### config.mk
export PLATFORM = sky130hd
export DESIGN_NAME = sw_debounce
export DESIGN_NICKNAME = d
export VERILOG_FILES = /design/src/rtl/sw_debounce.sv
export SDC_FILE = /design/constraint.sdc
export NUM_CORES = 1
export LEC_CHECK = 0
export BUFFER_PORTS_ARGS = -buffer_cell sky130_fd_sc_hd__buf_2
export CORE_UTILIZATION = 55
export DETAILED_ROUTE_END_ITERATION = 8
export PLACE_DENSITY_LB_ADDON = 0.15
export SETUP_SLACK_MARGIN = 0.3
export SLEW_MARGIN = 30
export SYNTH_ARGS = -nofsm -noshare
export SYNTH_HDL_FRONTEND = slang
export SYNTH_SLANG_ARGS = --single-unit
export TNS_END_PERCENT = 30
### constraint.sdc
create_clock -name CLK -period 2 [get_ports CLK]
set_clock_uncertainty 0.15 [all_clocks]
set_input_delay 0.4 -clock CLK [delete_from_list [all_inputs] [get_ports CLK]]
set_output_delay 0.4 -clock CLK [all_outputs]
set_load 0.02 [all_outputs]
### src/rtl/sw_debounce.sv
// Purpose: synchronise and debounce each raw switch bit; emit clean levels plus rise/fall pulses.
// Latency: SYNC_STAGES + DEBOUNCE_CYCLES edges from pin change to SW_STABLE and pulse.
// Backpressure: none; free-running, pulses are single-cycle and not held.
module sw_debounce #(
    parameter int   WIDTH           = 4,
    parameter int   SYNC_STAGES     = 2,
    parameter int   DEBOUNCE_CYCLES = 160000,
    parameter logic RESET_LEVEL     = 1'b0
) (
    input  logic             CLK,
    input  logic             RST,
    input  logic [WIDTH-1:0] SW_RAW,
    output logic [WIDTH-1:0] SW_STABLE,
    output logic [WIDTH-1:0] SW_RISE,
    output logic [WIDTH-1:0] SW_FALL,
    output logic             SW_CHANGED
);

    localparam int             CNT_W   = $clog2(DEBOUNCE_CYCLES + 1);
    localparam logic [CNT_W-1:0] CNT_MAX = CNT_W'(DEBOUNCE_CYCLES - 1);
    localparam logic [CNT_W-1:0] CNT_ONE = CNT_W'(1);

    logic [WIDTH-1:0] sync_q [SYNC_STAGES];
    logic [CNT_W-1:0] cnt_q  [WIDTH];
    logic [CNT_W-1:0] cnt_nxt[WIDTH];
    logic [WIDTH-1:0] sync;
    logic [WIDTH-1:0] stable_nxt;
    logic [WIDTH-1:0] rise_nxt;
    logic [WIDTH-1:0] fall_nxt;

    assign sync = sync_q[SYNC_STAGES-1];

    // A bit is counting whenever its synchronised level disagrees with the accepted level;
    // any agreeing cycle drops the count so short glitches never reach the terminal value.
    always_comb begin
        stable_nxt = SW_STABLE;
        rise_nxt   = '0;
        fall_nxt   = '0;
        for (int i = 0; i < WIDTH; i++) begin
            cnt_nxt[i] = '0;
            if (sync[i] != SW_STABLE[i]) begin
                if (cnt_q[i] == CNT_MAX) begin
                    stable_nxt[i] = sync[i];
                    rise_nxt[i]   = sync[i];
                    fall_nxt[i]   = ~sync[i];
                end else begin
                    cnt_nxt[i] = cnt_q[i] + CNT_ONE;
                end
            end
        end
    end

    always_ff @(posedge CLK) begin
        if (RST) begin
            for (int k = 0; k < SYNC_STAGES; k++) begin
                sync_q[k] <= {WIDTH{RESET_LEVEL}};
            end
            for (int i = 0; i < WIDTH; i++) begin
                cnt_q[i] <= '0;
            end
            SW_STABLE  <= {WIDTH{RESET_LEVEL}};
            SW_RISE    <= '0;
            SW_FALL    <= '0;
            SW_CHANGED <= 1'b0;
        end else begin
            sync_q[0] <= SW_RAW;
            for (int k = 1; k < SYNC_STAGES; k++) begin
                sync_q[k] <= sync_q[k-1];
            end
            for (int i = 0; i < WIDTH; i++) begin
                cnt_q[i] <= cnt_nxt[i];
            end
            SW_STABLE  <= stable_nxt;
            SW_RISE    <= rise_nxt;
            SW_FALL    <= fall_nxt;
            SW_CHANGED <= |(rise_nxt | fall_nxt);
        end
    end

endmodule

==> impl_metrics.py, run 1 <==
metrics = {
    "run_status": {
        "status": "completed",
    },
    "power": {
        "intPower_mw": 2.378,
        "switchingPower_mw": 0.7216,
        "clock_power_share": 0.384,
        "swShare": 0.2328,
        "fin_total_pwr_mw": 3.099,
        "power.leakage_nw": 1.446,
        "vdd_drop_max_mv": 0.3557,
        "p_comb_frac": 0.016,
        "seqPwrFrac": 0.600,
        "power.density_nw_per_um2": 662.5,
    },
    "yosys": {
        "ys_warn_count": 0,
        "synthTopCellsByCount": "93 x dfxtp_1, 60 x nor2_1, 36 x nand3_1",
        "ys.flop_type": "dfxtp_1",
        "synth_area_um2": 3978,
        "yosys.area.top_type_share": 0.4681,
        "ys_async_sr_fraction": 0,
        "synth_cell_types": 42,
        "syn_area_per_cell_um2": 8.898,
        "yosysMostFrequentCell": "dfxtp_1",
        "ys_seq_elements": 93,
        "synth_nets": 457,
        "synth_edf_count": 0,
        "ys_seq_area_frac": 0.4681,
        "synth_largest_area_cell": "dfxtp_1",
        "yosys-top-cells-area": "dfxtp_1 47%, xnor2_1 5.9%, nor2_1 5.7%",
        "synthCells": 447,
    },
    "route": {
        "drt_iter0_markers": 114,
        "route.detailed.wl_per_inst_um": 13.27,
        "wirelength_um": 7789,
        "dr.pass1.iters": 4,
        "avgViaCountPerCell": 5.569,
        "dr_total_vias": 3269,
        "postRouteAntennaNets": 0,
        "drc": 0,
    },
    "placed_design": {
        "gp_congestion": 0.7936,
        "port_buffers": 18,
        "placed_cell_area_um2": 4308,
        "dp.cells": 565,
        "place_ws_ns": 0.07881,
        "place_hpwl_um": 5250,
    },
    "timing": {
        "fin_setup_tns_ns": 0,
        "slew_violations": 0,
        "rsz0062_at_grt": "true",
        "timing.final.ws_setup_ns": 0.04660,
        "slew_headroom": 0.7093,
        "fmax_mhz": 511.9,
        "worst_pin_slew_ns": 0.4321,
        "setup-violations-final": 0,
        "period_minus_slack_ns": 1.953,
        "period_share": 0.9767,
        "hold_ws_ns": 0.09846,
        "hold_viol": 0,
    },
    "clock_tree": {
        "cts_tree": "built",
        "cts_buffers": 9,
        "clock_latency_ns": 0.36,
        "clk_pin_slew_ns": 0.09,
        "clock-root-buffer": "clkbuf_8",
        "htreeDepth": 3,
        "cts.sinks": 93,
        "clockBufferDepth": 2,
    },
    "setup_path": {
        "cp_slowest_cell": "or4_4",
        "cpPeakStageDelay_ns": 0.54,
        "startpoint_type": "flop",
        "cp.buffers_inverters": 1,
        "cpMostUsedCell": "or4_4",
        "crit_chain": "or4_4, or4_4, o21ai_4, buf_12, a21oi_1",
        "end_kind": "flop",
        "r2r_start": "cnt_q[3][8]$_SDFF_PP0_",
        "arrival_ns": 2.05,
        "crit_family": "simple AND/OR/NAND/NOR gates",
        "regToRegSetupSlack_ns": 0.05,
        "criticalPathCategory": "reg2reg",
        "crit_required_ns": 2.10,
        "r2r-end": "cnt_q[3][15]$_SDFF_PP0_",
        "reg2reg_depth": 5,
        "path_max_fanout": 16,
    },
    "final_layout": {
        "syn2layout_area_growth_pct": 17.62,
        "diodes": 0,
        "post-route-cell-area_um2": 4678,
        "final_layout_size_suffix_gt1_frac": 0.1996,
        "fin_cells": 587,
        "fillCellCount": 593,
        "nets": 496,
        "utilization": 0.6774,
    },
    "die": {
        "fp.dieW_um": 87.04,
        "dieHeight_um": 87.04,
        "fp-row-count": 30,
        "ios": 19,
        "initial_core_util": 0.5759,
        "dieArea_um2": 7576,
        "core_area_um2": 6907,
    },
    "global_route": {
        "track_usage": 0.2188,
        "grt_pass1_vias": 2923,
        "antenna_found_initial": 0,
        "grt_start_max_net_pins": 18,
        "grt_first_pass_wirelength_um": 12990,
        "grt_overflow": 0,
    },
    "job": {
        "cap_violations": 0,
    },
    "worst_hold_path": {
        "hold_depth": 2,
        "hold_path.class": "in2reg",
        "holdCritStartpoint": "SW_RAW[0]",
        "holdPathEnd": "sync_q[0][0]$_SDFF_PP0_",
    },
}
[sequential cells by signal (all words and copies together), names as in the netlist]
name	cells
cnt_q	72
sync_q	8
SW_FALL	4
SW_RISE	4
SW_STABLE	4
SW_CHANGED	1
[what timing repair did]
| item | CTS | global route |
|---|---|---|
| gates cloned | 0 | 1 |
| hold buffers | 0 | 0 |
| setup buffers | 3 | 2 |
| pin swaps | 1 | 3 |
| setup endpoints to repair | 75 | 77 |
| gates resized for setup | 10 | 32 |
[layout make-up]
class	count	area [um2]	area share
clock inverter	5	42.54	0.009093
multi-input combinational	332	2170	0.4638
clock buffer	11	141.4	0.03022
inverter	12	45.04	0.009628
timing repair buffer	38	265.3	0.05670
tap	96	120.1	0.02568
sequential	93	1894	0.4049
[cells by family after synthesis]
logic type                 after synthesis  share of synthesized area
AOI/OAI and AO/OA                       49                    0.07487
xor gates and xnor gates                50                     0.1101
adders and majority gates                4                    0.01258
buffers and inverters                   23                    0.02453
DFF                                     93                     0.4681
and+or+nand+nor                        228                     0.3098
[power by group through the flow]
stage / sequential, mW / clock [mW] / combinational [mW]
CTS: 1.87 / 1.21 / 0.0490
detailed placement: 1.91 / 0 / 0.0465
floorplan: 1.91 / 0 / 0.0304
finish: 1.86 / 1.19 / 0.0501
global route: 1.86 / 1.30 / 0.0553
global placement: 1.91 / 0 / 0.0459
[metal layers]
metal,part of all wire,global-route usage,up-vias
met4,0.017,0.09848,0
li1,-,-,1674
met2,0.48,0.3601,43
met3,0.023,0.03602,13
met5,0,0,-
met1,0.48,0.2821,1539
[cells in the final DEF, fill, tap and decap left out, drive strengths merged, types with 7 or more instances in the layout]
cell    synthesis  layout
nor4           12      12
o21ai          16      16
nand3          36      36
nor3           13      13
and3           11      11
xnor2          27      27
or4             9       9
clkbuf          6      11
nand2          20      20
buf             5      38
or3            13      13
nor2           60      60
xor2           23      23
a21oi          20      20
or2             6       7
nor2b           9       9
inv            12      15
nand4          18      18
dfxtp          93      93
[how the worst max path moves through the flow]
stage | start | end | slack [ns] | cells past startpoint
after floorplan | cnt_q[3][8]$_SDFF_PP0_ | cnt_q[3][8]$_SDFF_PP0_ | 0.06 | 5
after global placement | cnt_q[3][8]$_SDFF_PP0_ | cnt_q[3][17]$_SDFF_PP0_ | 0.12 | 5
after detailed placement | cnt_q[3][8]$_SDFF_PP0_ | cnt_q[3][13]$_SDFF_PP0_ | 0.08 | 5
after CTS | cnt_q[3][8]$_SDFF_PP0_ | cnt_q[3][15]$_SDFF_PP0_ | 0.06 | 5
after global routing | cnt_q[3][8]$_SDFF_PP0_ | cnt_q[3][15]$_SDFF_PP0_ | 0.005 | 5
final | cnt_q[3][8]$_SDFF_PP0_ | cnt_q[3][15]$_SDFF_PP0_ | 0.05 | 5
No activity file was read; power rests on OpenSTA's default activity.
==> run 2, diff against run 1 <==
--- a/config.mk
+++ b/config.mk
@@ -8,7 +8,7 @@
 export BUFFER_PORTS_ARGS = -buffer_cell sky130_fd_sc_hd__buf_2
 export CORE_UTILIZATION = 55
 export DETAILED_ROUTE_END_ITERATION = 8
-export PLACE_DENSITY_LB_ADDON = 0.15
+export PLACE_DENSITY = 0.75
 export SETUP_SLACK_MARGIN = 0.3
 export SLEW_MARGIN = 30
 export SYNTH_ARGS = -nofsm -noshare
==> run 2 against run 1 <==
Effect of this change: worst setup slack gained 0.032 ns; register-to-register slack gained 0.03 ns; critical endpoint is now cnt_q[3][14]$_SDFF_PP0_; routed wire length is essentially flat; non-clock buffer count grew 1; first-iteration DRC count shrank 11%; sequential share of layout area shrank 0.70 points; sequential power is essentially flat; combinational power grew 5.0%; hold slack gained 0.023 ns; fmax grew 1.7%; die area is the same; highest routed layer unchanged.
==> impl_metrics.py, run 2 (synthesized netlist as in run 1, its figures left out) <==
metrics = {
    "placed_design": {
        "gp_congestion": 0.8172,
        "place_hpwl_um": 5088,
        "port_buffers": 18,
        "dp.cells": 567,
        "placed_cell_area_um2": 4323,
    },
    "final_layout": {
        "post-route-cell-area_um2": 4742,
        "final_cell_mix": "79 x dfxtp_1, 60 x nor2_1, 32 x nand3_1",
        "final_layout_size_suffix_gt1_frac": 0.2098,
        "reg_top3": "cnt_q (72), sync_q (8)",
        "mostFrequentLayoutCell": "dfxtp_1",
        "syn2layout_area_growth_pct": 19.22,
        "nets": 496,
        "fin_cells": 587,
        "diodes": 0,
        "largest_reg_flops": 72,
        "top_register": "cnt_q",
    },
    "global_route": {
        "grt_overflow": 0,
        "grt_first_pass_wirelength_um": 13210,
        "track_usage": 0.2214,
        "grt_start_max_net_pins": 18,
        "grt_pass1_vias": 2956,
        "antenna_found_initial": 0,
    },
    "setup_path": {
        "startpoint_type": "flop",
        "end_kind": "flop",
        "arrival_ns": 2.02,
        "path_max_fanout": 16,
        "crit_required_ns": 2.10,
        "criticalPathCategory": "reg2reg",
    },
    "worst_hold_path": {
        "hold_path.class": "in2reg",
    },
    "run_status": {
        "status": "completed",
    },
    "timing": {
        "period_minus_slack_ns": 1.922,
        "hold_viol": 0,
        "slew_headroom": 0.6942,
        "slew_violations": 0,
        "fin_setup_tns_ns": 0,
        "period_share": 0.9608,
        "worst_pin_slew_ns": 0.4552,
        "fmax_mhz": 520.4,
        "setup-violations-final": 0,
        "rsz0062_at_grt": "true",
    },
    "die": {
        "dieArea_um2": 7576,
        "initial_core_util": 0.5759,
        "fp-row-count": 30,
        "dieHeight_um": 87.04,
        "ios": 19,
        "fp.dieW_um": 87.04,
        "core_area_um2": 6907,
    },
    "clock_tree": {
        "clockBufferDepth": 2,
        "clock-root-buffer": "clkbuf_8",
        "htreeDepth": 3,
        "clk_pin_slew_ns": 0.09,
        "cts_tree": "built",
        "cts.sinks": 93,
        "cts_buffers": 9,
        "clock_latency_ns": 0.36,
    },
    "route": {
        "drt_iter0_markers": 102,
        "postRouteAntennaNets": 0,
        "dr.pass1.iters": 4,
        "dr_total_vias": 3257,
        "route.detailed.wl_per_inst_um": 13.28,
        "avgViaCountPerCell": 5.549,
        "drc": 0,
        "wirelength_um": 7796,
    },
    "power": {
        "vdd_drop_max_mv": 0.4173,
        "power.leakage_nw": 1.478,
        "power.density_nw_per_um2": 707.3,
    },
    "job": {
        "cap_violations": 0,
    },
}
run 2: cell type report:
| cell class | instances | area, um2 |
|---|---|---|
| Timing Repair Buffer | 39 | 289.0 |
| Multi-Input combinational cell | 331 | 2168 |
| Clock inverter | 5 | 81.33 |
| Fill cell | 574 | 2165 |
| Inverter | 12 | 45.04 |
| Sequential cell | 93 | 1887 |
| Tap cell | 96 | 120.1 |
| Clock buffer | 11 | 151.4 |
run 2: worst paths after layout:
kind / from / end / slack [ns] / cells after the start
setup / recovery: cnt_q[3][8]$_SDFF_PP0_ / cnt_q[3][14]$_SDFF_PP0_ / 0.08 / 5
hold / removal: SW_RAW[1] / sync_q[0][1]$_SDFF_PP0_ / 0.12 / 2
setup reg to reg: cnt_q[3][8]$_SDFF_PP0_ / cnt_q[3][14]$_SDFF_PP0_ / 0.08 / 5
hold reg to reg: cnt_q[3][0]$_SDFF_PP0_ / cnt_q[3][0]$_SDFF_PP0_ / 0.27 / 1
run 2: through the flow:
step | hold slack, ns | total power, mW | util | setup WS, ns
final | 0.1217 | 3.354 | 0.6866 | 0.07836
after global routing | 0.1119 | 3.477 | 0.6866 | 0.02313
after CTS | 0.1103 | 3.375 | 0.6708 | 0.07878
after detailed placement | 0.2770 | 1.957 | 0.6259 | 0.07867
after global placement | 0.2658 | 1.955 | 0.6259 | 0.1209
after floorplan | 0.2476 | 1.938 | - | 0.06277
run 2: timing repair:
| action | CTS | global route |
|---|---|---|
| gates cloned | 0 | 0 |
| pin swaps | 2 | 3 |
| hold buffers | 0 | 0 |
| setup buffers | 3 | 1 |
| setup endpoints to repair | 75 | 76 |
| gates resized for setup | 7 | 34 |
run 2: power breakdown:
group          leakage, nW  internal [mW]  switching (mW)
registers            0.759           1.86         0.00704
logic                0.603         0.0240          0.0286
clock network        0.116          0.775           0.663
total                 1.48           2.66           0.698
run 2: routing by layer:
metal | GRT usage | vias to the layer above | wire length [um]
li1 | - | 1669 | -
met1 | 0.2809 | 1539 | 3735
met3 | 0.03602 | 10 | 170
met2 | 0.3780 | 39 | 3792
met4 | 0.08333 | 0 | 98
met5 | 0 | - | 0
run 2: worst max-delay path, cell delays in order (launching register included):
cell	delay, ns
dfxtp_2	0.33
or4_4	0.52
or4_4	0.45
o21ai_4	0.16
buf_12	0.16
a21oi_1	0.05
